[config.mk]
export PLATFORM = sky130hd
export DESIGN_NAME = fpga_exit_reporter
export DESIGN_NICKNAME = d
export VERILOG_FILES = /design/src/rtl/fpga_exit_reporter.sv
export SDC_FILE = /design/constraint.sdc
export NUM_CORES = 1
export LEC_CHECK = 0
export CORE_MARGIN = 2
export CORE_UTILIZATION = 55
export CTS_BUF_LIST = sky130_fd_sc_hd__clkbuf_4 sky130_fd_sc_hd__clkbuf_8 sky130_fd_sc_hd__clkbuf_16
export CTS_CLUSTER_DIAMETER = 30
export DETAILED_ROUTE_END_ITERATION = 6
export PLACE_DENSITY = 0.89
export SYNTH_ARGS = -nofsm -noshare
export SYNTH_HDL_FRONTEND = slang
export SYNTH_SLANG_ARGS = --single-unit
[constraint.sdc]
create_clock -name clk_i -period 3.55 [get_ports clk_i]
set_clock_uncertainty 0.15 [all_clocks]
set_input_delay 1.065 -clock clk_i [delete_from_list [all_inputs] [get_ports clk_i]]
set_output_delay 1.065 -clock clk_i [all_outputs]
set_load 0.01 [all_outputs]
[src/rtl/fpga_exit_reporter.sv]
// fpga_exit_reporter
// Captures the first exit event from x_heep_system, holds pass/fail status
// and blinks the low NUM_BITS of the exit code on one LED, MSB first:
//   preamble on 8u, off 4u, per bit on 3u/off 1u (one) or on 1u/off 3u (zero),
//   gap off 8u, repeat forever. u = BIT_CYCLES clocks.
// Optional watchdog: define FPGA_EXIT_REPORTER_WATCHDOG_EN to flag runs that
// never report an exit within TIMEOUT_CYCLES cycles of reset release.

module fpga_exit_reporter #(
    parameter int unsigned BIT_CYCLES     = 32'd12_500_000,
    parameter int unsigned NUM_BITS       = 32'd8,
    parameter logic [31:0] TIMEOUT_CYCLES = 32'd2_000_000_000
) (
    input  logic        clk_i,
    input  logic        rst_ni,
    input  logic        exit_valid_i,
    input  logic [31:0] exit_value_i,
    output logic        done_o,
    output logic [31:0] exit_code_o,
    output logic        pass_o,
    output logic        fail_o,
    output logic        timeout_o,
    output logic        code_led_o
);

    localparam int unsigned CW = $clog2(32'd8 * BIT_CYCLES);
    localparam int unsigned IW = $clog2(NUM_BITS + 32'd1);

    // Counter reload values: a state lasting N cycles loads N-1 and leaves at zero.
    localparam logic [CW-1:0] DUR_8U  = CW'(32'd8 * BIT_CYCLES - 32'd1);
    localparam logic [CW-1:0] DUR_4U  = CW'(32'd4 * BIT_CYCLES - 32'd1);
    localparam logic [CW-1:0] DUR_3U  = CW'(32'd3 * BIT_CYCLES - 32'd1);
    localparam logic [CW-1:0] DUR_1U  = CW'(BIT_CYCLES - 32'd1);
    localparam logic [CW-1:0] CNT_ONE = CW'(32'd1);
    localparam logic [IW-1:0] IDX_TOP = IW'(NUM_BITS - 32'd1);
    localparam logic [IW-1:0] IDX_ONE = IW'(32'd1);

    typedef enum logic [2:0] {
        ST_IDLE     = 3'd0,
        ST_PRE_ON   = 3'd1,
        ST_PRE_OFF  = 3'd2,
        ST_BIT_ON   = 3'd3,
        ST_BIT_OFF  = 3'd4,
        ST_GAP      = 3'd5,
        ST_TIMEOUT  = 3'd6
    } state_t;

    state_t        state_r, state_s;
    logic [CW-1:0] cnt_r, cnt_s;
    logic [IW-1:0] idx_r, idx_s;
    logic          done_r, done_s;
    logic [31:0]   code_r, code_s;
    logic          pass_r, pass_s;
    logic          fail_r, fail_s;
    logic          timeout_r, timeout_s;
    logic          led_r, led_s;

    logic          valid_r;
    logic          prev_r;
    logic [31:0]   value_r;
    logic          rise_s;
    logic          cnt_zero_s;
    logic          wd_hit_s;

    // Selects one bit of the captured code; uses every code bit so none dangle.
    function automatic logic code_bit(input logic [31:0] code, input logic [IW-1:0] idx);
        return |(code & (32'd1 << idx));
    endfunction

    // Registers the exit input and its previous sample for rising-edge detection.
    always_ff @(posedge clk_i or negedge rst_ni) begin
        if (!rst_ni) begin
            valid_r <= 1'b0;
            prev_r  <= 1'b0;
            value_r <= 32'd0;
        end else begin
            valid_r <= exit_valid_i;
            prev_r  <= valid_r;
            value_r <= exit_value_i;
        end
    end

    assign rise_s     = valid_r & ~prev_r;
    assign cnt_zero_s = (cnt_r == '0);

`ifdef FPGA_EXIT_REPORTER_WATCHDOG_EN
    logic [31:0] wd_r;

    // Counts cycles spent in IDLE since reset release.
    always_ff @(posedge clk_i or negedge rst_ni) begin
        if (!rst_ni) begin
            wd_r <= 32'd0;
        end else if (state_r == ST_IDLE) begin
            wd_r <= wd_r + 32'd1;
        end else begin
            wd_r <= wd_r;
        end
    end

    assign wd_hit_s = (wd_r == (TIMEOUT_CYCLES - 32'd1));
`else
    logic unused_timeout_s;
    assign unused_timeout_s = ^TIMEOUT_CYCLES;
    assign wd_hit_s         = 1'b0;
`endif

    // Next-state, duration reload, capture and LED drive decisions.
    always_comb begin
        state_s   = state_r;
        cnt_s     = cnt_r;
        idx_s     = idx_r;
        done_s    = done_r;
        code_s    = code_r;
        pass_s    = pass_r;
        fail_s    = fail_r;
        timeout_s = timeout_r;
        led_s     = 1'b0;

        case (state_r)
            ST_IDLE: begin
                // Capture beats a watchdog expiry landing on the same cycle.
                if (rise_s) begin
                    state_s = ST_PRE_ON;
                    cnt_s   = DUR_8U;
                    code_s  = value_r;
                    done_s  = 1'b1;
                    pass_s  = (value_r == 32'd0);
                    fail_s  = (value_r != 32'd0);
                end else if (wd_hit_s) begin
                    state_s   = ST_TIMEOUT;
                    cnt_s     = DUR_1U;
                    timeout_s = 1'b1;
                    fail_s    = 1'b1;
                end else begin
                    state_s = ST_IDLE;
                end
            end
            ST_PRE_ON: begin
                if (cnt_zero_s) begin
                    state_s = ST_PRE_OFF;
                    cnt_s   = DUR_4U;
                end else begin
                    cnt_s = cnt_r - CNT_ONE;
                end
            end
            ST_PRE_OFF: begin
                if (cnt_zero_s) begin
                    state_s = ST_BIT_ON;
                    idx_s   = IDX_TOP;
                    cnt_s   = code_bit(code_r, IDX_TOP) ? DUR_3U : DUR_1U;
                end else begin
                    cnt_s = cnt_r - CNT_ONE;
                end
            end
            ST_BIT_ON: begin
                if (cnt_zero_s) begin
                    state_s = ST_BIT_OFF;
                    cnt_s   = code_bit(code_r, idx_r) ? DUR_1U : DUR_3U;
                end else begin
                    cnt_s = cnt_r - CNT_ONE;
                end
            end
            ST_BIT_OFF: begin
                if (!cnt_zero_s) begin
                    cnt_s = cnt_r - CNT_ONE;
                end else if (idx_r == '0) begin
                    state_s = ST_GAP;
                    cnt_s   = DUR_8U;
                end else begin
                    state_s = ST_BIT_ON;
                    idx_s   = idx_r - IDX_ONE;
                    cnt_s   = code_bit(code_r, idx_r - IDX_ONE) ? DUR_3U : DUR_1U;
                end
            end
            ST_GAP: begin
                if (cnt_zero_s) begin
                    state_s = ST_PRE_ON;
                    cnt_s   = DUR_8U;
                end else begin
                    cnt_s = cnt_r - CNT_ONE;
                end
            end
            ST_TIMEOUT: begin
                // Terminal until reset; the counter only paces the LED toggle.
                if (cnt_zero_s) begin
                    cnt_s = DUR_1U;
                end else begin
                    cnt_s = cnt_r - CNT_ONE;
                end
            end
            default: begin
                state_s = ST_IDLE;
                cnt_s   = '0;
                idx_s   = '0;
            end
        endcase

        case (state_s)
            ST_PRE_ON, ST_BIT_ON: begin
                led_s = 1'b1;
            end
            ST_TIMEOUT: begin
                if (state_r != ST_TIMEOUT) begin
                    led_s = 1'b1;
                end else if (cnt_zero_s) begin
                    led_s = ~led_r;
                end else begin
                    led_s = led_r;
                end
            end
            default: begin
                led_s = 1'b0;
            end
        endcase
    end

    // State register plus all registered status outputs.
    always_ff @(posedge clk_i or negedge rst_ni) begin
        if (!rst_ni) begin
            state_r   <= ST_IDLE;
            cnt_r     <= '0;
            idx_r     <= '0;
            done_r    <= 1'b0;
            code_r    <= 32'd0;
            pass_r    <= 1'b0;
            fail_r    <= 1'b0;
            timeout_r <= 1'b0;
            led_r     <= 1'b0;
        end else begin
            state_r   <= state_s;
            cnt_r     <= cnt_s;
            idx_r     <= idx_s;
            done_r    <= done_s;
            code_r    <= code_s;
            pass_r    <= pass_s;
            fail_r    <= fail_s;
            timeout_r <= timeout_s;
            led_r     <= led_s;
        end
    end

    assign done_o      = done_r;
    assign exit_code_o = code_r;
    assign pass_o      = pass_r;
    assign fail_o      = fail_r;
    assign timeout_o   = timeout_r;
    assign code_led_o  = led_r;

endmodule

==> reports/qor.yml <==
status: "complete, no violations"
tightest_slew_ns: 0.953
path_max_fanout: 15
portBuffers: 70
cts_resized: 0
ys_seq_area_share_pct: 52.0
cap_violations: 0
grt_pass1_wl_mm: 21.2
synth_area_mm2: 0.00500
synth-seq-cells: 104
ant_nets: 0
yosysMostFrequentCell: "dfrtp_1"
r2r-start: "cnt_r[10]"
yosysTopAreaCellShare_pct: 52.0
ioPinCount: 72
rrSetupSlack_ns: 0.41
worst_slack_ns: 0.407
synth-edff-count: 0
ys.flop_type: "dfrtp_1"
fin_hold_ws_ns: 0.241
cts_buffer_depth: 2
r2r_cells: 7
finalPower_uw: 3640
gp_congestion: 0.962
drt-total-wl_mm: 12.4
max-vdd-ir-drop_mv: 0.407
synthCells: 484
cts_sinks: 104
clock_latency_ns: 0.38
startpoint_type: "flip-flop"
clockRootBuffer: "clkbuf_8"
fin_nets: 587
hold_path.class: "reg2reg"
grt_max_degree: 105
firstDrtPassIters: 5
p_leak_uw: 0.00243
cp_slowest_cell: "or3_1"
async_reset_ff_share_pct: 100
rsz0062_at_grt: "false"
cts_buffers: 9
yosys-top-cells-area: "dfrtp_1 (52%), mux2_1 (4.5%), nand2_1 (3.3%)"
wl_per_cell_um: 18.9
vias: 4163
antenna_found_initial: 0
start_util_pct: 57.1
critPathArrivalTime_ns: 3.26
cp.required_ns: 3.66
finalCriticalPeriod_ns: 3.14
whs_endpoint: "prev_r"
critPathBufInv: 0
place_ws_ns: 0.498
relSlewSlack_pct: 36.3
grt_use_total_pct: 26.9
post-synth-top-area-cell: "dfrtp_1"
max_freq_mhz: 318
core_mm2: 0.00876
fp.dieH_um: 99.4
postSynthAreaPerCell_um2: 10.3
hold_violations: 0
grt_pass1_vias: 4199
syn2layout_area_growth_pct: 19.9
post_cts_buffers: 0
hpwl_mm: 8.71
route.detailed.drc: 0
timing.rr.end: "cnt_r[11]"
layout-drive-gt1-share_pct: 9.27
setup.worst_path.end_class: "flip-flop"
synth_commonest_cells: "dfrtp_1 (104), nand2_1 (44), nor2_1 (35)"
min_path_cells: 0
first_iter_violations: 317
ctsHoldBuffers: 0
die-area_mm2: 0.00987
min_from: "valid_r"
placementRows: 34
path_clk_slew_ns: 0.11
grt_overflow: 0
n_antenna_cell: 0
die_x_um: 99.4
tns_ns: 0
h-tree-depth: 3
synth_warnings: 0
finalSetupViolCount: 0
p_per_area_mw_per_mm2: 606
maxSlewViolCount: 0
path_cells: "or3_4, or4_1, or3_1, nor2_1, o22a_1, o211ai_1, a22o_1"
critical_path_class: "reg2reg"
crit_path_max_incr_delay_ns: 0.66
cts_tree: "done"
synth_nets: 526
period_share_pct: 88.5
vias_per_cell: 6.33
synth.distinct_cells: 63
cp_top_family: "simple AND/OR/NAND/NOR gates"
==> cell type report <==
class	instances	area (um^2)
fillers	658	2770
flip-flops and latches	104	2600
multi-input cells	344	2250
repair buffers	80	786
well taps	108	135
clock buffers	9	124
clock inverters	7	81.3
inverters	6	22.5
==> stage by stage <==
step	std cells	util [%]	instance area [um^2]
after floorplan	484	-	5000
after global placement	642	66.1	5790
after detailed placement	642	66.1	5790
after CTS	658	68.4	6000
after global routing	658	68.4	6000
final	658	68.4	6000
==> cell usage in the layout, fill, tap and decap left out, types with 3 or more instances in the layout <==
cell             netlist  routed
dfrtp_1              104     104
clkdlybuf4s50_1        0      69
nand2_1               44      44
nor2_1                35      35
a21oi_1               32      32
mux2_1                20      20
o21ai_1               17      17
a22oi_1               17      17
o21ai_0               16      16
nand3_1               15      15
nor4_1                15      15
o211ai_1              14      14
mux2_2                12      12
buf_4                  1      10
nor3_1                 9       9
clkbuf_8               0       9
ha_1                   7       7
nand2b_1               6       6
inv_1                  6       6
or3_1                  5       5
a21o_1                 5       5
or4_1                  4       4
o31ai_1                4       4
xnor2_1                4       4
or2_2                  3       3
nor3b_1                3       3
a211oi_1               3       3
a211o_1                3       3
nand4_1                3       3
o41ai_1                3       3
o31a_1                 3       3
a311oi_1               3       3
==> worst max path at each step <==
stage / slack, ns / end / startpoint / cells after the start
6_report: 0.41 / cnt_r[11] / cnt_r[10] / 7
5_1_grt: 0.32 / cnt_r[11] / cnt_r[10] / 7
4_1_cts: 0.45 / cnt_r[11] / cnt_r[10] / 7
3_5_place_dp: 0.50 / cnt_r[11] / cnt_r[10] / 7
3_3_place_gp: 0.61 / cnt_r[24] / cnt_r[10] / 7
2_1_floorplan: 0.86 / cnt_r[26] / cnt_r[10] / 9
==> logic make-up (layout without fill, tap and decap cells) <==
family	count (synthesis)	in the layout	synth area share [%]
simple gates	158	158	15.9
compound gates	140	140	18.9
flops	104	104	52.0
buf+inv	36	102	3.05
mux	32	32	7.20
fa+ha+maj	7	7	1.75
xor+xnor	6	6	1.05
other cells	1	1	0.0750
==> registers in the layout (all words and copies together), names as in the netlist <==
register     flops
cnt_r           27
code_led_o       1
done_o           1
exit_code_o     32
fail_o           1
idx_r            4
pass_o           1
prev_r           1
state_r          3
valid_r          1
value_r         32
==> where the power goes <==
group / leakage (uW) / switching [uW] / internal, uW / total [uW]
Combinational: 0.00111 / 484 / 634 / 1120
Sequential: 0.00122 / 309 / 1460 / 1770
Clock: 0.000103 / 466 / 282 / 748
==> routing by layer <==
metal	share of wire, %	global-route usage, %	routed length (um)	up-vias
met2	48	42.5	5920	207
li1	-	-	-	1917
met1	41	36.4	5070	2015
met5	0	0	0	-
met3	9.5	7.87	1180	24
met4	1.9	8.01	234	0
No activity file was read; power rests on OpenSTA's default activity.
